**src/rtl/alu_ctrl_if.sv**
```systemverilog
// ---------------------------------------------------------------------------
// alu_ctrl_if : instruction-fetch and ALU-control bundle for the Simple CPU.
//
//   imem_req  master->slave  fetch request (registered in the controller)
//   imem_ack  slave->master  instruction valid on instr this cycle
//   instr     slave->master  [11:8] opcode, [7:0] imm/address
//   pc        master->slave  current fetch address
//   alu_op    master->slave  ALU function select
//   imm       master->slave  operand to ALU b
//   acc_we    master->slave  accumulator write-enable, one cycle
//   alu_carry slave->master  ALU carry/borrow (bit 8 of result)
//   alu_zero  slave->master  ALU zero flag
//
// master = control unit, slave = instruction memory + datapath.
// ---------------------------------------------------------------------------
interface alu_ctrl_if;
  localparam int unsigned INSTR_W = 12;
  localparam int unsigned ADDR_W  = 8;
  localparam int unsigned OP_W    = 5;

  logic               imem_req;
  logic               imem_ack;
  logic [INSTR_W-1:0] instr;
  logic [ADDR_W-1:0]  pc;
  logic [OP_W-1:0]    alu_op;
  logic [ADDR_W-1:0]  imm;
  logic               acc_we;
  logic               alu_carry;
  logic               alu_zero;

  modport master (
    output imem_req, pc, alu_op, imm, acc_we,
    input  imem_ack, instr, alu_carry, alu_zero
  );

  modport slave (
    input  imem_req, pc, alu_op, imm, acc_we,
    output imem_ack, instr, alu_carry, alu_zero
  );
endinterface

```
**src/rtl/alu_ctrl.sv**
```systemverilog
// ---------------------------------------------------------------------------
// alu_ctrl : multi-cycle control unit for the Simple CPU.
//   Fetches 12-bit instructions over a req/ack port, decodes them, drives the
//   ALU opcode/immediate/accumulator write-enable, latches carry/zero flags
//   and owns the program counter.
//
// Parameters
//   RESET_PC     PC value loaded on reset
//   ACK_TIMEOUT  max FETCH cycles with imem_req and no imem_ack; 0 = forever
//
// Ports
//   clk, rst_n  clock (rising edge), asynchronous active-low reset
//   bus         alu_ctrl_if.master : imem_req/imem_ack/instr/pc,
//               alu_op/imm/acc_we, alu_carry/alu_zero
//   flag_c      registered carry flag
//   flag_z      registered zero flag
//   halted      core stopped (HLT or fault); exit only by reset
//   fault       sticky: fetch timeout (or illegal opcode when trapping)
//
// Optional feature
//   ALU_CTRL_ILLEGAL_TRAP_EN : when defined, opcodes 9..E in EXEC raise
//   fault and halt; otherwise they execute as NOP.
// ---------------------------------------------------------------------------
module alu_ctrl #(
  parameter logic [7:0]  RESET_PC    = 8'h00,
  parameter int unsigned ACK_TIMEOUT = 0
) (
  input  logic        clk,
  input  logic        rst_n,
  alu_ctrl_if.master  bus,
  output logic        flag_c,
  output logic        flag_z,
  output logic        halted,
  output logic        fault
);

  localparam int unsigned INSTR_W = 12;
  localparam int unsigned ADDR_W  = 8;
  localparam int unsigned OP_W    = 5;
  localparam int unsigned OPC_W   = 4;

  // Timeout counter only needs to reach ACK_TIMEOUT-1.
  localparam int unsigned CNT_W      = (ACK_TIMEOUT > 1) ? $clog2(ACK_TIMEOUT + 1) : 1;
  localparam bit          TIMEOUT_EN = (ACK_TIMEOUT != 0);
  localparam logic [CNT_W-1:0] TO_LAST =
    CNT_W'((ACK_TIMEOUT == 0) ? 32'd0 : ACK_TIMEOUT - 32'd1);

  // ALU function encodings
  localparam logic [OP_W-1:0] ALU_ADD    = 5'b00000;
  localparam logic [OP_W-1:0] ALU_AND    = 5'b00001;
  localparam logic [OP_W-1:0] ALU_PASS_A = 5'b00010;
  localparam logic [OP_W-1:0] ALU_PASS_B = 5'b00011;
  localparam logic [OP_W-1:0] ALU_SUB    = 5'b01100;
  localparam logic [OP_W-1:0] ALU_INC    = 5'b10100;

  // Instruction opcodes
  localparam logic [OPC_W-1:0] OPC_NOP = 4'h0;
  localparam logic [OPC_W-1:0] OPC_ADD = 4'h1;
  localparam logic [OPC_W-1:0] OPC_AND = 4'h2;
  localparam logic [OPC_W-1:0] OPC_LDI = 4'h3;
  localparam logic [OPC_W-1:0] OPC_SUB = 4'h4;
  localparam logic [OPC_W-1:0] OPC_INC = 4'h5;
  localparam logic [OPC_W-1:0] OPC_JMP = 4'h6;
  localparam logic [OPC_W-1:0] OPC_JZ  = 4'h7;
  localparam logic [OPC_W-1:0] OPC_JC  = 4'h8;
  localparam logic [OPC_W-1:0] OPC_HLT = 4'hF;

  typedef enum logic [1:0] {
    ST_FETCH  = 2'd0,
    ST_DECODE = 2'd1,
    ST_EXEC   = 2'd2,
    ST_HALT   = 2'd3
  } state_e;

  state_e              state_q,   state_d;
  logic [ADDR_W-1:0]   pc_q,      pc_d;
  logic [INSTR_W-1:0]  instr_q,   instr_d;
  logic                imem_req_q, imem_req_d;
  logic [OP_W-1:0]     alu_op_q,  alu_op_d;
  logic [ADDR_W-1:0]   imm_q,     imm_d;
  logic                acc_we_q,  acc_we_d;
  logic                flag_c_q,  flag_c_d;
  logic                flag_z_q,  flag_z_d;
  logic                halted_q,  halted_d;
  logic                fault_q,   fault_d;
  logic [CNT_W-1:0]    cnt_q,     cnt_d;

  logic [OPC_W-1:0]    opc;
  logic                is_alu;
  logic [OP_W-1:0]     dec_op;

  assign opc = instr_q[INSTR_W-1:ADDR_W];

  // Opcode -> ALU function; non-ALU opcodes leave the ALU on PASS_A.
  always_comb begin
    is_alu = 1'b1;
    dec_op = ALU_PASS_A;
    case (opc)
      OPC_ADD: dec_op = ALU_ADD;
      OPC_AND: dec_op = ALU_AND;
      OPC_LDI: dec_op = ALU_PASS_B;
      OPC_SUB: dec_op = ALU_SUB;
      OPC_INC: dec_op = ALU_INC;
      default: is_alu = 1'b0;
    endcase
  end

  // State register and all registered outputs
  always_ff @(posedge clk or negedge rst_n) begin
    if (!rst_n) begin
      state_q    <= ST_FETCH;
      pc_q       <= RESET_PC;
      instr_q    <= '0;
      imem_req_q <= 1'b0;
      alu_op_q   <= ALU_PASS_A;
      imm_q      <= '0;
      acc_we_q   <= 1'b0;
      flag_c_q   <= 1'b0;
      flag_z_q   <= 1'b0;
      halted_q   <= 1'b0;
      fault_q    <= 1'b0;
      cnt_q      <= '0;
    end else begin
      state_q    <= state_d;
      pc_q       <= pc_d;
      instr_q    <= instr_d;
      imem_req_q <= imem_req_d;
      alu_op_q   <= alu_op_d;
      imm_q      <= imm_d;
      acc_we_q   <= acc_we_d;
      flag_c_q   <= flag_c_d;
      flag_z_q   <= flag_z_d;
      halted_q   <= halted_d;
      fault_q    <= fault_d;
      cnt_q      <= cnt_d;
    end
  end

  // Next-state and next-output logic
  always_comb begin
    state_d    = state_q;
    pc_d       = pc_q;
    instr_d    = instr_q;
    imem_req_d = 1'b0;
    alu_op_d   = ALU_PASS_A;
    imm_d      = imm_q;
    acc_we_d   = 1'b0;
    flag_c_d   = flag_c_q;
    flag_z_d   = flag_z_q;
    halted_d   = halted_q;
    fault_d    = fault_q;
    cnt_d      = '0;

    unique case (state_q)
      ST_FETCH: begin
        // Request rises one cycle after FETCH entry; ack counts only with req up.
        imem_req_d = 1'b1;
        if (imem_req_q && bus.imem_ack) begin
          instr_d    = bus.instr;
          pc_d       = pc_q + ADDR_W'(1);
          imem_req_d = 1'b0;
          state_d    = ST_DECODE;
        end else if (imem_req_q && TIMEOUT_EN) begin
          cnt_d = cnt_q + CNT_W'(1);
          if (cnt_q == TO_LAST) begin
            imem_req_d = 1'b0;
            fault_d    = 1'b1;
            halted_d   = 1'b1;
            state_d    = ST_HALT;
          end
        end
      end

      ST_DECODE: begin
        // Registered here so opcode/imm/write-enable are stable through EXEC.
        alu_op_d = dec_op;
        imm_d    = instr_q[ADDR_W-1:0];
        acc_we_d = is_alu;
        state_d  = ST_EXEC;
      end

      ST_EXEC: begin
        state_d = ST_FETCH;
        case (opc)
          OPC_ADD, OPC_AND, OPC_LDI, OPC_SUB, OPC_INC: begin
            flag_c_d = bus.alu_carry;
            flag_z_d = bus.alu_zero;
          end
          OPC_NOP: ;
          OPC_JMP: pc_d = imm_q;
          OPC_JZ:  if (flag_z_q) pc_d = imm_q;
          OPC_JC:  if (flag_c_q) pc_d = imm_q;
          OPC_HLT: begin
            halted_d = 1'b1;
            state_d  = ST_HALT;
          end
          default: begin
`ifdef ALU_CTRL_ILLEGAL_TRAP_EN
            fault_d  = 1'b1;
            halted_d = 1'b1;
            state_d  = ST_HALT;
`else
            state_d  = ST_FETCH;
`endif
          end
        endcase
      end

      ST_HALT: ;
    endcase
  end

  assign bus.imem_req = imem_req_q;
  assign bus.pc       = pc_q;
  assign bus.alu_op   = alu_op_q;
  assign bus.imm      = imm_q;
  assign bus.acc_we   = acc_we_q;
  assign flag_c       = flag_c_q;
  assign flag_z       = flag_z_q;
  assign halted       = halted_q;
  assign fault        = fault_q;

endmodule
```
**src/flat_wrapper.sv**
```systemverilog
// flat-port wrapper written by rule: the top's interface ports become plain ports
module alu_ctrl_flat 
#(
  parameter logic [7:0]  RESET_PC    = 8'h00,
  parameter int unsigned ACK_TIMEOUT = 0
)
  (clk, rst_n, flag_c, flag_z, halted, fault, bus_imem_req, bus_pc, bus_alu_op, bus_imm, bus_acc_we, bus_imem_ack, bus_instr, bus_alu_carry, bus_alu_zero);
  alu_ctrl_if bus_i ();
  input  logic clk;
  input  logic rst_n;
  output logic flag_c;
  output logic flag_z;
  output logic halted;
  output logic fault;
  output wire logic [$bits(bus_i.imem_req)-1:0] bus_imem_req;
  output wire logic [$bits(bus_i.pc)-1:0] bus_pc;
  output wire logic [$bits(bus_i.alu_op)-1:0] bus_alu_op;
  output wire logic [$bits(bus_i.imm)-1:0] bus_imm;
  output wire logic [$bits(bus_i.acc_we)-1:0] bus_acc_we;
  input wire logic [$bits(bus_i.imem_ack)-1:0] bus_imem_ack;
  input wire logic [$bits(bus_i.instr)-1:0] bus_instr;
  input wire logic [$bits(bus_i.alu_carry)-1:0] bus_alu_carry;
  input wire logic [$bits(bus_i.alu_zero)-1:0] bus_alu_zero;
  assign bus_imem_req = bus_i.imem_req;
  assign bus_pc = bus_i.pc;
  assign bus_alu_op = bus_i.alu_op;
  assign bus_imm = bus_i.imm;
  assign bus_acc_we = bus_i.acc_we;
  assign bus_i.imem_ack = bus_imem_ack;
  assign bus_i.instr = bus_instr;
  assign bus_i.alu_carry = bus_alu_carry;
  assign bus_i.alu_zero = bus_alu_zero;
  alu_ctrl #(.RESET_PC(RESET_PC), .ACK_TIMEOUT(ACK_TIMEOUT)) u_core (.clk(clk), .rst_n(rst_n), .bus(bus_i), .flag_c(flag_c), .flag_z(flag_z), .halted(halted), .fault(fault));
endmodule
```
**config.mk**
```make
export PLATFORM = sky130hd
export DESIGN_NAME = alu_ctrl_flat
export DESIGN_NICKNAME = d
export VERILOG_FILES = /design/src/rtl/alu_ctrl_if.sv /design/src/rtl/alu_ctrl.sv /design/src/flat_wrapper.sv
export SDC_FILE = /design/constraint.sdc
export NUM_CORES = 1
export LEC_CHECK = 0
export ABC_AREA = 1
export CORE_MARGIN = 2
export CORE_UTILIZATION = 50
export CTS_BUF_LIST = sky130_fd_sc_hd__clkbuf_4 sky130_fd_sc_hd__clkbuf_8 sky130_fd_sc_hd__clkbuf_16
export DETAILED_ROUTE_END_ITERATION = 12
export PLACE_DENSITY = 0.8
export SLEW_MARGIN = 20
export SYNTH_ARGS = -nofsm -noshare
export SYNTH_HDL_FRONTEND = slang
export SYNTH_SLANG_ARGS = --single-unit
```
**constraint.sdc**
```tcl
create_clock -name clk -period 3.95 [get_ports clk]
set_input_delay 0.79 -clock clk [delete_from_list [all_inputs] [get_ports clk]]
set_output_delay 0.79 -clock clk [all_outputs]
set_load 0.01 [all_outputs]
```
# Word-level counts from Yosys, hierarchy flattened
# Cells that the tools add are included.
dict set report word_totals {
  out_inout_bits 27
  ff_bits 40
  input_bits 17
}
dict set report classes {
  n_eq_ne 15
  n_mux 14
  reduce_logical 10
  n_addsub 1
}
# operator count
set op_table {}
lappend op_table {{5-bit one-hot mux with 5 select lines} 1}
lappend op_table {{8-bit 2-to-1 mux} 3}
lappend op_table {{8-bit one-hot mux with 3 select lines} 1}
lappend op_table {{4-bit by 3-bit == test with 1-bit output (second input constant)} 4}
lappend op_table {{8-bit one-hot mux with 2 select lines} 1}
lappend op_table {{8-bit by 1-bit adder with 8-bit output (second input constant)} 1}
lappend op_table {{4-bit by 2-bit == test with 1-bit output (second input constant)} 2}
lappend op_table {{4-bit == test (second input constant)} 2}
lappend op_table {{2-bit AND reduction} 4}
lappend op_table {{3-bit by 2-bit != test with 1-bit output (second input constant)} 2}
lappend op_table {{2-bit one-hot mux with 3 select lines} 1}
lappend op_table {{5-bit 2-to-1 mux} 1}
lappend op_table {{5-bit AND reduction} 1}
lappend op_table {{5-bit OR reduction} 1}
lappend op_table {{4-bit by 1-bit == test with 1-bit output (second input constant)} 1}
lappend op_table {{1-bit 2-to-1 mux} 4}
lappend op_table {{2-bit 2-to-1 mux} 2}
lappend op_table {{4-bit by 3-bit != test with 1-bit output (second input constant)} 1}
lappend op_table {{3-bit nonzero test} 1}
lappend op_table {{2-bit by 1-bit == test with 1-bit output (second input constant)} 1}
lappend op_table {{2-bit == test (second input constant)} 1}
lappend op_table {{2-bit zero test} 1}
lappend op_table {{2-bit by 1-bit != test with 1-bit output (second input constant)} 1}
lappend op_table {{2-bit nonzero test} 1}
lappend op_table {{1-bit logical AND} 1}

# Depth between registers and ports, before layout
# Gate-level depths: netlist of the first run.
dict set report depth {
  depth_word 4
  depth_mapped 10
}

# Worst setup path before layout of the first run
# No wires, ideal clock.
dict set report synth_timing {
  path_kind {input port to flip-flop}
  from {input port bus_imem_ack}
  to {register u_core.instr_q[6]}
  required_ns 3.825
  path_stages 3
  t_arrival_ns 1.361
  setup_slack_ns 2.464
  path_buffers 1
  cell_sequence {nand3_2 buf_6 mux2_2}
}
dict set report synth_between {
  elab_chain_len 2
}
# item line
set synth_lines {}
lappend synth_lines {{start, declared} flat_wrapper.sv:20} ;# input wire logic [$bits(bus_i.imem_ack)-1:0] bus_imem_ack;
lappend synth_lines {{1-bit logical AND} alu_ctrl.sv:158} ;# if (imem_req_q && bus.imem_ack) begin
lappend synth_lines {{2-bit AND reduction (no source line)} --}
lappend synth_lines {{end signal, assigned} alu_ctrl.sv:126} ;# instr_q <= instr_d;
lappend synth_lines {{end, declared} alu_ctrl.sv:77} ;# logic [INSTR_W-1:0] instr_q, instr_d;
# No other way between the ends.
# A chain may end at the register's enable or synchronous reset.

# Worst setup path after layout of the first run
dict set report layout_timing {
  from {register u_core.pc_q[3] (netlist: u_core.bus.pc[3])}
  to {output port bus_pc[3]}
}
# item line
set layout_rtl {}
lappend layout_rtl {{start, declared} alu_ctrl.sv:76} ;# logic [ADDR_W-1:0] pc_q, pc_d;
lappend layout_rtl {{start signal, assigned} alu_ctrl.sv:125} ;# pc_q <= pc_d;
lappend layout_rtl {{end, declared} flat_wrapper.sv:16} ;# output wire logic [$bits(bus_i.pc)-1:0] bus_pc;
# No word-level cell between the ends.

==> results of run 1 <==
==> kinds of logic after synthesis <==
| logic type | Yosys count | share of synthesized area (%) |
|---|---|---|
| AO/OA/AOI/OAI | 18 | 5.17 |
| AND/OR/NAND/NOR | 121 | 27.1 |
| other | 1 | 0.196 |
| flip-flops | 40 | 52.4 |
| buffers and inverters | 28 | 6.15 |
| adder cells (fa/ha/maj) | 5 | 3.27 |
| multiplexers | 9 | 5.69 |
==> flip-flops by register name (all words and copies together), names as in the netlist <==
name	flops
u_core.instr_q	12
u_core.bus.imm	8
u_core.bus.pc	8
u_core.bus.alu_op	5
u_core.state_q	2
u_core.bus.acc_we	1
u_core.bus.imem_req	1
u_core.flag_c	1
u_core.flag_z	1
u_core.halted	1
==> worst max-delay path by stage <==
stage / to / startpoint / slack, ns
6_report: bus_pc[3] / u_core.bus.pc[3]$_DFFE_PN0P_ / 1.82
5_1_grt: bus_pc[3] / u_core.bus.pc[3]$_DFFE_PN0P_ / 1.78
4_1_cts: bus_pc[3] / u_core.bus.pc[3]$_DFFE_PN0P_ / 1.82
3_5_place_dp: u_core.bus.pc[6]$_DFFE_PN0P_ / bus_imem_ack / 1.83
3_3_place_gp: u_core.bus.pc[5]$_DFFE_PN0P_ / bus_imem_ack / 1.85
2_1_floorplan: u_core.instr_q[6]$_DFFE_PN0P_ / bus_imem_ack / 2.46
==> layer usage <==
layer	GRT usage, %	vias to the layer above
met1	25.2	709
met5	0	-
met2	29.5	31
met4	9.38	0
met3	3.75	7
li1	-	783
==> layout make-up <==
type	instances	share of cell area (%)
Tap cell	48	2.42
Multi-Input combinational cell	154	31.9
Sequential cell	40	40.4
Timing Repair Buffer	42	16.7
Clock inverter	1	1.21
Clock buffer	7	3.88
Inverter	23	3.48
==> power groups by stage <==
stage                     clock network [mW]  registers (mW)  logic [mW]
after floorplan                            0           0.751       0.477
after global placement                     0           0.731       0.809
after detailed placement                   0           0.737       0.823
after CTS                              0.360           0.730       0.831
after global routing                   0.383           0.753       0.930
final                                  0.356           0.731       0.822
==> synth_stat cells, types with 2 or more instances <==
master / n / share of area (%)
a21oi_1: 4 / 1.0
clkbuf_1: 2 / 0.39
dfrtp_1: 39 / 51
ha_1: 5 / 3.3
inv_1: 20 / 3.9
inv_2: 2 / 0.39
mux2_2: 7 / 4.1
mux2_4: 2 / 1.6
nand2_1: 80 / 16
nand3_1: 16 / 4.2
nand3_2: 3 / 1.6
nor2_1: 14 / 2.7
nor3_1: 2 / 0.52
o21ai_0: 11 / 2.9
o21bai_1: 2 / 0.79
==> results.txt, run 1 <==
For this run, asynchronously set or reset flops after synthesis account for 100%. The die extent in y is 65.8 µm, and the maximum operating frequency is 469 MHz. The number of buffer and inverter stages on the critical path is 1. The power density normalized to cell area was 769 mW/mm².

At the end of routability-driven placement, the weighted congestion stood at 0.838. Internal power comes to 1.20 mW. For the worst setup path, the data required time is 3.16 ns. Count of unique library cells instantiated by Yosys: 28.

Across all setup checks in the final design, the least slack found is 1.82 ns. After routing the design area is 0.00248 mm². The fraction of final layout cells with drive strength greater than 1 is 10.5%. The cell area that synthesis handed to floorplanning was 0.00191 mm². The path type of the worst min-delay path was flip-flop to flip-flop. Detailed placement ended at an HPWL of 2680 µm. The first-pass iteration count of the detailed router is 4. The top cell types in the final layout, fill and taps aside, are 80 x nand2_1, 41 x clkdlybuf4s50_1, 39 x dfrtp_1, 20 x inv_1, 16 x nand3_1.

The run gives 5 as the number of buffers created by CTS. Detail-routed via count per cell: 4.86. The later pin in the worst-skew pair is clocked with a latency of 0.29 ns. Overall power consumption after layout is estimated at 1.91 mW. The tools report the cell leakage power as 1.22 nW. The tools report the startpoint kind of the worst setup timing path as a flip-flop. The floorplan step set the die width to 65.8 µm.

The tools report the sequential power share as 38.3%. The cell count after synthesis came out at 222. For the number of global-route vias before repair, the log shows 1429.

Once placement completed, the tool counted placed cells totaling 307. The final instance count without filler cells came out at 315. The relative slew slack is 44.6%.

The maximum clock insertion buffer count was 2. The tools report the launch point of the worst reg-to-reg path as u_core.state_q[0]$_DFFE_PN0P_. Violation count after the first detailed-routing iteration: 111.

Setup repair after global routing left no endpoint under its margin. The number of buffer cells added on primary ports works out to 42. The number of resized instances in the post-cts repair step is 0, and the post-synthesis net count is 244. The number of vias after detailed routing was 1530; the synthesis-to-finish area growth was 29.8%. The tool flagged a number of max-cap violations equal to 0. The post-place setup slack is 1.83 ns, and the maximum number of pins on one net before global-route repair is 41.

For the final hold slack, the log shows 0.473 ns. Total routed wirelength: 3600 µm. Yosys printed 0 warnings.

The number of antenna diodes in the final layout is 0. In this run the worst path has a maximum fanout of 8. The clock period could shrink to 2.13 ns. The clock input transition at the sequential cells of the worst setup and hold paths works out to 0.08 ns.

Buffers added to address setup during post-CTS repair amount to 0. The worst setup path is of the flip-flop to output pin kind. Wire segments on met2 add up to 1740 µm in the final route.

The core region is 0.00366 mm². For this run, the post-layout net count is 288. Once placement finished, the instance area stood at 0.00236 mm². The final max-slew violation count came out at 0. The H-tree generated during clock tree synthesis spans 2 levels. After detailed routing, no signal wire sits above met4. TritonCTS built the clock tree. The switching power of the nets is 0.705 mW, and the proportion of synthesized chip area in sequential cells is 52.4%. STA puts the critical path data arrival time at 1.34 ns.

The maximum resistive drop on vdd came out at 391 µV. On the final layout, the worst clock skew is 0.00693 ns. The tree built by TritonCTS fans out to 40 sinks. Detailed routing placed a total of 119 µm of wire on met3.

The final clock period utilization by the worst path was 54.0%. End of the worst register-to-register path: u_core.bus.pc[4]$_DFFE_PN0P_. In this design, the stage delay of the slowest critical-path cell is 0.58 ns.

The slowest stage of the critical path belongs to the cell clkdlybuf4s50_1. Combinational cells account for 43.1% of the total power. Traced cell by cell, the critical path runs through clkdlybuf4s50_1. The global-route congestion overflow total was 0; the hold-critical path depth was 2. Of the total power, the share spent switching nets is 36.9%. The total negative slack for setup checks was 0 ns. In this run the remaining antenna-violating nets after routing total 0.

Counting cells, the worst reg-to-reg path comes to 7. After detailed routing, the average wire length per cell comes to 11.4 µm. The synthesized flop and latch total was 40; the number of enable flip-flop cells after synthesis was 0. The multi-input combinational cells in the finished layout cover a total of 792 µm². The floorplan has 22 rows. Across every metal layer, demand over resource in global routing totals 18.9%. Category of the worst setup path capture point: an output pin.

A synthesized cell averages 8.61 µm². The number of hold-repair buffers added at the cts stage was 0. Most common cell after layout, fill and taps aside: nand2_1. The die covers 0.00433 mm².

The root buffer cell chosen for the clock tree is clkbuf_8. In this run the most critical hold path is launched from u_core.halted$_DFFE_PN0P_. At the pin with the least slew margin, the transition time is 0.831 ns. The most used flip-flop cell after synthesis is dfrtp_1. The detailed router put a total of 1680 µm of wire on met1.

The critical path depth in cells is 1. The worst hold path terminates at u_core.halted$_DFFE_PN0P_. The number of hold-slack violations in the final timing report was 0. Summing all flip-flop and latch instances after layout gives 0.00100 mm².

The run gives 306 as the final-layout fill cell count. Final number of setup-violating endpoints: 0. The part of the power in the clock network is 18.7%, and the initial antenna violation count is 0. The initial utilization of the core area, before any placement, comes to 52.2%.

Grouping stages by cell kind, the critical path spends the most delay in buffers and inverters. The global-route wire length before repair was 6230 µm; the worst-case register-to-register setup slack was 2.16 ns. For this run, design rule violations remaining after detail routing come to 0. The flow ran to the end, and the final reports show no timing, DRC or antenna violations. Pin placement for this block handled 44 I/O pins. Cells fill 67.8% of the core in the end.
No activity file was read; power rests on OpenSTA's default activity.
==> run 2: changes to the inputs <==
--- a/config.mk
+++ b/config.mk
@@ -7,10 +7,10 @@
 export LEC_CHECK = 0
 export ABC_AREA = 1
 export CORE_MARGIN = 2
-export CORE_UTILIZATION = 50
+export CORE_UTILIZATION = 45
 export CTS_BUF_LIST = sky130_fd_sc_hd__clkbuf_4 sky130_fd_sc_hd__clkbuf_8 sky130_fd_sc_hd__clkbuf_16
 export DETAILED_ROUTE_END_ITERATION = 12
-export PLACE_DENSITY = 0.8
+export PLACE_DENSITY = 0.76
 export SLEW_MARGIN = 20
 export SYNTH_ARGS = -nofsm -noshare
 export SYNTH_HDL_FRONTEND = slang
==> constraint.sdc (replaced) <==
create_clock -name clk -period 1.8 [get_ports clk]
set_input_delay 0.36 -clock clk [delete_from_list [all_inputs] [get_ports clk]]
set_output_delay 0.36 -clock clk [all_outputs]
set_load 0.01 [all_outputs]
==> results.txt, run 2 (synthesis gave the netlist of run 1 again) <==
The number of buffer cells added on primary ports was 42 (unchanged); the number of hold-slack violations in the final timing report was 0 (unchanged). The most flop-heavy register was u_core.instr_q. The routability congestion estimate from global placement came out at 0.819 (-2.2%). Antenna diode count: 0 (unchanged). The final max-slew violation count came out at 0 (unchanged). The startpoint kind of the worst setup timing path is a flip-flop. The overall power after layout is 4.19 mW (+120%). The number of global-route vias before repair came out at 1491 (+4.3%). Initial cell density of the core: 47.1% (-5.1 points). The hold path startpoint was u_core.halted$_DFFE_PN0P_. The share of total power consumed by net switching is 38.2% (+1.2 points), and the data arrival time of the worst path is 1.35 ns (about the same). The final clock period utilization by the worst path was 95.1%. The cell family contributing the most delay on the critical path is buffers and inverters.

Part of the power in the clock network: 17.4% (-1.3 points). Subtracting the final worst setup slack from the clock period gives 1.71 ns. The wire length per cell is 12.2 µm (+6.8%), and the total number of H-tree levels is 2 (unchanged). Power density normalized to cell area: 1670 mW/mm² (+120%). The logs give 19 (-54%) for the maximum number of pins on one net before global-route repair and 5 (unchanged) for the number of buffers created by CTS. The run finished with clean final reports. The hold-critical path depth was 2 (unchanged). The die extent in y was 69.2 µm (+5.1%); the final net count was 293 (+1.7%). The tools report the remaining antenna violation count after routing as 0 (unchanged).

The number of vias after detailed routing was 1557 (+1.8%). The run gives 167 (+50%) as the violation count after the first detailed-routing iteration. The worst setup path is captured at an output pin. The tools report the launch point of the worst reg-to-reg path as u_core.state_q[1]$_DFFE_PN0P_. The most common cell after layout, fill and taps aside was nand2_1.

The switching power of the nets came out at 1.60 mW (+130%). The run gives 0.00954 ns (+0.00261 ns) as the post-route clock skew. The critical path depth in cells was 1 (unchanged).

The flip-flop count of the largest register, all copies and words added is 12 (unchanged). The global-route wire length before repair came out at 7110 µm (+14%). Critical path's slowest cell: clkdlybuf4s50_1. The endpoint of the worst hold path was u_core.halted$_DFFE_PN0P_. The total internal power was 2.59 mW (+120%); the fraction of final layout cells with drive strength greater than 1 was 12.5% (+2.0 points). The maximum cell stage delay along the critical path works out to 0.58 ns (about the same). In this run the critical register-to-register path is captured at u_core.instr_q[7]$_DFFE_PN0P_. The number of buffer and inverter stages on the critical path works out to 1 (unchanged). The final HPWL from detailed placement was 2970 µm (+11%); the required arrival time at the worst endpoint was 1.44 ns (-1.72 ns).

The worst setup path is of the flip-flop to output pin kind. The critical path goes through clkdlybuf4s50_1. The path type of the worst min-delay path is flip-flop to flip-flop.

The logs give 4 (unchanged) for the first-pass iteration count of the detailed router and 0.00406 mm² (+11%) for the area of the placeable core. The boundary pin count came out at 44 (unchanged). The run gives 0 (unchanged) as the initial antenna violation count. The floorplan die width came out at 69.2 µm (+5.1%).

The sequential power share was 38.4% (about the same); the total negative slack for setup checks was 0 ns (unchanged). The all-layer global routing usage is 18.5% (-0.37 points). The tools report the number of sinks on the clock net as 40 (unchanged).

The total routed wirelength is 3930 µm (+9.1%). In the layout the commonest cells are 80 x nand2_1, 41 x clkdlybuf4s50_1, 39 x dfrtp_1, 20 x inv_1, 16 x nand3_1. The overall die area is 0.00479 mm² (+10%). From synthesis to final layout, the design area changed by 31.5%. The cell leakage power came out at 1.23 nW (+0.88%).

The tools report the final number of setup-violating endpoints as 0 (unchanged). The detail-routed via count per cell works out to 4.84 (-0.45%). Count of unresolved DRC violations after routing: 0 (unchanged). Logic depth of the worst register-to-register path: 4 (-3). CTS placed an instance of clkbuf_8 at the clock tree root.

The clock input transition at the sequential cells of the worst setup and hold paths works out to 0.08 ns (about the same). For the number of max-cap violations, the log shows 0 (unchanged). The worst-path maximum fanout is 8 (unchanged), and the maximum operating frequency is 584 MHz. The logs give 2 (unchanged) for the maximum clock insertion buffer count and 23 (+4.5%) for the row count. The logs give 772 µV (+97%) for the maximum resistive drop on vdd and 0 (unchanged) for the global-route congestion overflow total. TritonCTS built the clock tree.

The logs give 44.2% (+1.1 points) for the fraction of power consumed by combinational cells and 0.30 ns (about the same) for the clock insertion delay at the later pin of the skew report. The worst-case register-to-register setup slack was 0.20 ns (-1.96 ns). Setup repair after global routing left no endpoint under its margin.
[run 2: worst max-delay path by stage]
stage	start	end
2_1_floorplan	u_core.state_q[0]$_DFFE_PN0P_	u_core.instr_q[5]$_DFFE_PN0P_
3_3_place_gp	bus_imem_ack	u_core.bus.pc[4]$_DFFE_PN0P_
3_5_place_dp	bus_imem_ack	u_core.bus.pc[3]$_DFFE_PN0P_
4_1_cts	u_core.bus.pc[3]$_DFFE_PN0P_	bus_pc[3]
5_1_grt	u_core.bus.pc[3]$_DFFE_PN0P_	bus_pc[3]
6_report	u_core.bus.pc[3]$_DFFE_PN0P_	bus_pc[3]
[run 2: tightest hold or removal path: cells and delay by family, from the launching register on]
family / cells / cell delay [ns]
and+or+nand+nor: 1 / 0.05
DFF: 1 / 0.34
buffers and inverters: 1 / 0.04
[run 2: cell type report]
| type | count | area [µm²] |
|---|---|---|
| Fill cell | 364 | 1540 |
| Sequential cell | 40 | 1000 |
| Multi-Input combinational cell | 154 | 797 |
| Timing Repair Buffer | 47 | 455 |
| Inverter | 23 | 86.3 |
| Clock buffer | 5 | 68.8 |
| Tap cell | 50 | 62.6 |
| Clock inverter | 3 | 42.5 |
[run 2: power by group through the flow]
stage | combinational (mW) | sequential (mW) | clock (mW)
floorplan | 1.05 | 1.65 | 0
global placement | 1.80 | 1.61 | 0
detailed placement | 1.86 | 1.62 | 0
CTS | 1.87 | 1.61 | 0.744
global route | 2.11 | 1.67 | 0.781
finish | 1.85 | 1.61 | 0.730
[run 2: metal layers]
| metal | track usage (%) | vias to the layer above | share of wire (%) |
|---|---|---|---|
| li1 | - | 794 | - |
| met1 | 25.4 | 727 | 47 |
| met2 | 29.2 | 31 | 48 |
| met3 | 4.51 | 5 | 3.3 |
| met4 | 5.88 | 0 | 1.1 |
| met5 | 0 | - | 0 |
[run 2: stage by stage]
step / util (%) / setup WS (ns) / instance area (µm²) / hold slack, ns / std cells
5_1_grt: 62.0 / 0.00140 / 2510 / 0.484 / 322
3_5_place_dp: 58.9 / 0.113 / 2390 / 0.313 / 313
4_1_cts: 61.9 / 0.0661 / 2510 / 0.476 / 322
2_1_floorplan: - / 0.377 / 1910 / 0.0644 / 222
3_3_place_gp: 58.9 / 0.124 / 2390 / 0.304 / 313
6_report: 62.0 / 0.0876 / 2510 / 0.466 / 322
[run 2: repair_timing]
| action | in CTS | in global routing |
|---|---|---|
| hold buffers | 1 | 0 |
| resized for setup | 0 | 2 |
| setup endpoints to repair | 0 | 7 |
| buffers inserted | 0 | 0 |
| hold endpoints to repair | 16 | 0 |
==> run 3: changes to the inputs <==
--- a/config.mk
+++ b/config.mk
@@ -6,11 +6,13 @@
 export NUM_CORES = 1
 export LEC_CHECK = 0
 export ABC_AREA = 1
+export CELL_PAD_IN_SITES_DETAIL_PLACEMENT = 1
+export CELL_PAD_IN_SITES_GLOBAL_PLACEMENT = 2
 export CORE_MARGIN = 2
-export CORE_UTILIZATION = 45
+export CORE_UTILIZATION = 26
 export CTS_BUF_LIST = sky130_fd_sc_hd__clkbuf_4 sky130_fd_sc_hd__clkbuf_8 sky130_fd_sc_hd__clkbuf_16
 export DETAILED_ROUTE_END_ITERATION = 12
-export PLACE_DENSITY = 0.76
+export PLACE_DENSITY_LB_ADDON = 0.2
 export SLEW_MARGIN = 20
 export SYNTH_ARGS = -nofsm -noshare
 export SYNTH_HDL_FRONTEND = slang
==> constraint.sdc (replaced) <==
create_clock -name clk -period 1.8 [get_ports clk]
set_input_delay 0.45 -clock clk [delete_from_list [all_inputs] [get_ports clk]]
set_output_delay 0.45 -clock clk [all_outputs]
set_load 0.01 [all_outputs]
==> results.txt, run 3 (synthesis gave the netlist of run 1 again) <==
Total routed wirelength: 4820 µm (+22%). The time the final worst path needs with I/O delays and setup is 1.74 ns (+0.0263 ns). In this run the tightest slew margin relative to its limit is 65.5%. Kind of critical path: flip-flop to output pin. The maximum resistive drop on vdd is 469 µV (-39%). The run gives 0 (unchanged) as the post-CTS setup-driven buffer insertion count.

The final clock period utilization by the worst path came out at 96.6% (+1.5 points). The run gives 0 (-1) as the number of hold-repair buffers added at the cts stage. For the pin with the worst max-slew slack, the measured transition is 0.518 ns. The startpoint kind of the worst setup timing path was a flip-flop.

The worst-case register-to-register setup slack is 0.18 ns (-0.02 ns). Number of max-cap violations: 0 (unchanged). The final number of setup-violating endpoints was 0 (unchanged). The cell leakage power is 1.25 nW (+1.8%), and the worst-path maximum fanout is 5 (-3). The post-route clock skew came out at 0.00746 ns (-0.00208 ns). The cell area after layout came out at 0.00262 mm² (+4.0%). The maximum clock insertion buffer count came out at 2 (unchanged). The number of hold-slack violations in the final timing report is 0 (unchanged).

The launch point of the worst reg-to-reg path is u_core.state_q[1]$_DFFE_PN0P_. The total number of H-tree levels was 2 (unchanged). The run gives 0 (unchanged) as the initial antenna violation count. Path type of the worst min-delay path: input port to asynchronous set/reset pin. Remaining antenna violation count after routing: 0 (unchanged). TritonCTS built the clock tree. The most common cell after layout, fill and taps aside was nand2_1. The worst setup path is captured at an output pin.

The synthesis-to-finish area growth was 36.8%. The first-pass iteration count of the detailed router was 3 (-1); the number of buffer cells added on primary ports was 42 (unchanged). The tools report the maximum number of pins on one net before global-route repair as 41 (+22).

The logs give 1.29 ns (-0.06 ns) for the data arrival time of the worst path and 0 (unchanged) for the global-route congestion overflow total. The floorplan die width was 89.8 µm (+30%). The signal on the critical path passes through clkdlybuf4s50_1. Die extent in y: 89.8 µm (+30%). Clock root buffer master: clkbuf_8.

The critical path depth in cells came out at 1 (unchanged). The critical path's top delay family is buffers and inverters. The power density normalized to cell area is 1640 mW/mm² (-1.5%).

The antenna diode count came out at 0 (unchanged). The final-layout fill cell count was 854 (+130%); the placement-stage cell area was 0.00249 mm² (+4.5%). The detail-routed via count per cell was 4.28 (-11%). The end of the worst register-to-register path is u_core.bus.pc[7]$_DFFE_PN0P_. The logs give 0.00806 mm² (+68%) for the overall die area and 1610 (+3.4%) for the number of vias after detailed routing. The overall power after layout was 4.29 mW (+2.4%); the initial cell density of the core was 26.6% (-20 points). Number of sinks on the clock net: 40 (unchanged). The violation count after the first detailed-routing iteration is 45 (-73%). In the layout the commonest cells are 80 x nand2_1, 40 x clkdlybuf4s50_1, 36 x dfrtp_1, 20 x inv_1, 16 x nand3_1. Final net count: 298 (+1.7%). The maximum cell stage delay along the critical path was 0.57 ns (about the same). The boundary pin count came out at 44 (unchanged). The clock insertion delay at the later pin of the skew report was 0.29 ns (about the same).

The all-layer global routing usage is 13.1% (-5.5 points), and the flip-flop count of the largest register, all copies and words added is 12 (unchanged). The most flop-heavy register is u_core.instr_q. The tools report the critical path startpoint as u_core.bus.pc[6]$_DFFE_PN0P_. The required arrival time at the worst endpoint is 1.35 ns (-0.09 ns).

The maximum operating frequency is 575 MHz (-1.5%). The timing endpoint of the critical path was bus_pc[6]. For the number of global-route vias before repair, the log shows 1662 (+11%). The routability congestion estimate from global placement is 0.705 (-14%), and the fraction of final layout cells with drive strength greater than 1 is 15.2% (+2.7 points).

The global-route wire length before repair is 8450 µm (+19%), and the number of buffer and inverter stages on the critical path is 1 (unchanged). The final max-slew violation count came out at 0 (unchanged). For the area of the placeable core, the log shows 0.00718 mm² (+77%). The wire length per cell was 12.8 µm (+4.9%).

The largest individual stage delay along the critical path comes from the cell clkdlybuf4s50_1. The clock input transition at the sequential cells of the worst setup and hold paths works out to 0.08 ns (about the same). For the final HPWL from detailed placement, the log shows 3710 µm (+25%). The row count was 31 (+35%); the count of unresolved DRC violations after routing was 0 (unchanged). The number of buffers created by CTS is 5 (unchanged), and the logic depth of the worst register-to-register path is 9 (+5). The flow ran to the end, and the final reports show no timing, DRC or antenna violations.
## run 3: cell count changes in the layout (fill, tap and decap cells not counted), sizes merged
cell	previous run	this run
dlymetal6s2s	0	1
buf	5	11
dlygate4sd3	1	0
clkdlybuf4s50	41	40
## run 3: how the worst min path moves through the flow
stage                                       start                              to  depth (start not counted)
finish                                      rst_n   u_core.instr_q[9]$_DFFE_PN0P_                          2
global route                                rst_n  u_core.bus.alu_op[0]$_DFF_PN0_                          2
CTS                                         rst_n   u_core.bus.imem_req$_DFF_PN0_                          2
detailed placement  u_core.instr_q[6]$_DFFE_PN0P_   u_core.bus.imm[6]$_DFFE_PN0P_                          2
global placement    u_core.instr_q[6]$_DFFE_PN0P_   u_core.bus.imm[6]$_DFFE_PN0P_                          2
floorplan                                   rst_n     u_core.bus.acc_we$_DFF_PN0_                          0
## run 3: report_power, final
part / internal, mW / switching, mW / leakage [nW]
combinational: 0.934 / 1.02 / 0.703
clock: 0.410 / 0.323 / 0.0541
sequential: 1.29 / 0.310 / 0.491
## run 3: cell type report
type	instances	area (µm²)	area share [%]
Clock buffer	5	68.8	2.63
Multi-Input combinational cell	154	795	30.4
Sequential cell	40	1010	38.5
Clock inverter	3	42.5	1.63
Timing Repair Buffer	52	493	18.9
Tap cell	99	124	4.74
Inverter	23	86.3	3.30
## run 3: metal layers
layer	share of wire, %	global-route usage [%]	wire length, µm
met3	3.7	3.35	180
met1	48	17.2	2330
met2	47	21.1	2250
met5	0	0	0
met4	1.3	4.23	61
## run 3: per-stage QoR
step / util [%] / std cells / hold WS (ns) / setup TNS, ns / worst slack (ns)
3_5_place_dp: 34.8 / 368 / 0.459 / -0.130 / -0.0292
4_1_cts: 36.3 / 376 / 0.221 / 0 / 0.00335
6_report: 36.4 / 376 / 0.213 / 0 / 0.0613
5_1_grt: 36.4 / 376 / 0.255 / -0.00700 / -0.00700
3_3_place_gp: 34.8 / 368 / 0.453 / 0 / 0.0315
2_1_floorplan: - / 222 / 0.154 / 0 / 0.377
## run 3: what timing repair did
| item | CTS | global route |
|---|---|---|
| pin swaps | 0 | 0 |
| setup endpoints to repair | 1 | 8 |
| gates resized for setup | 1 | 4 |
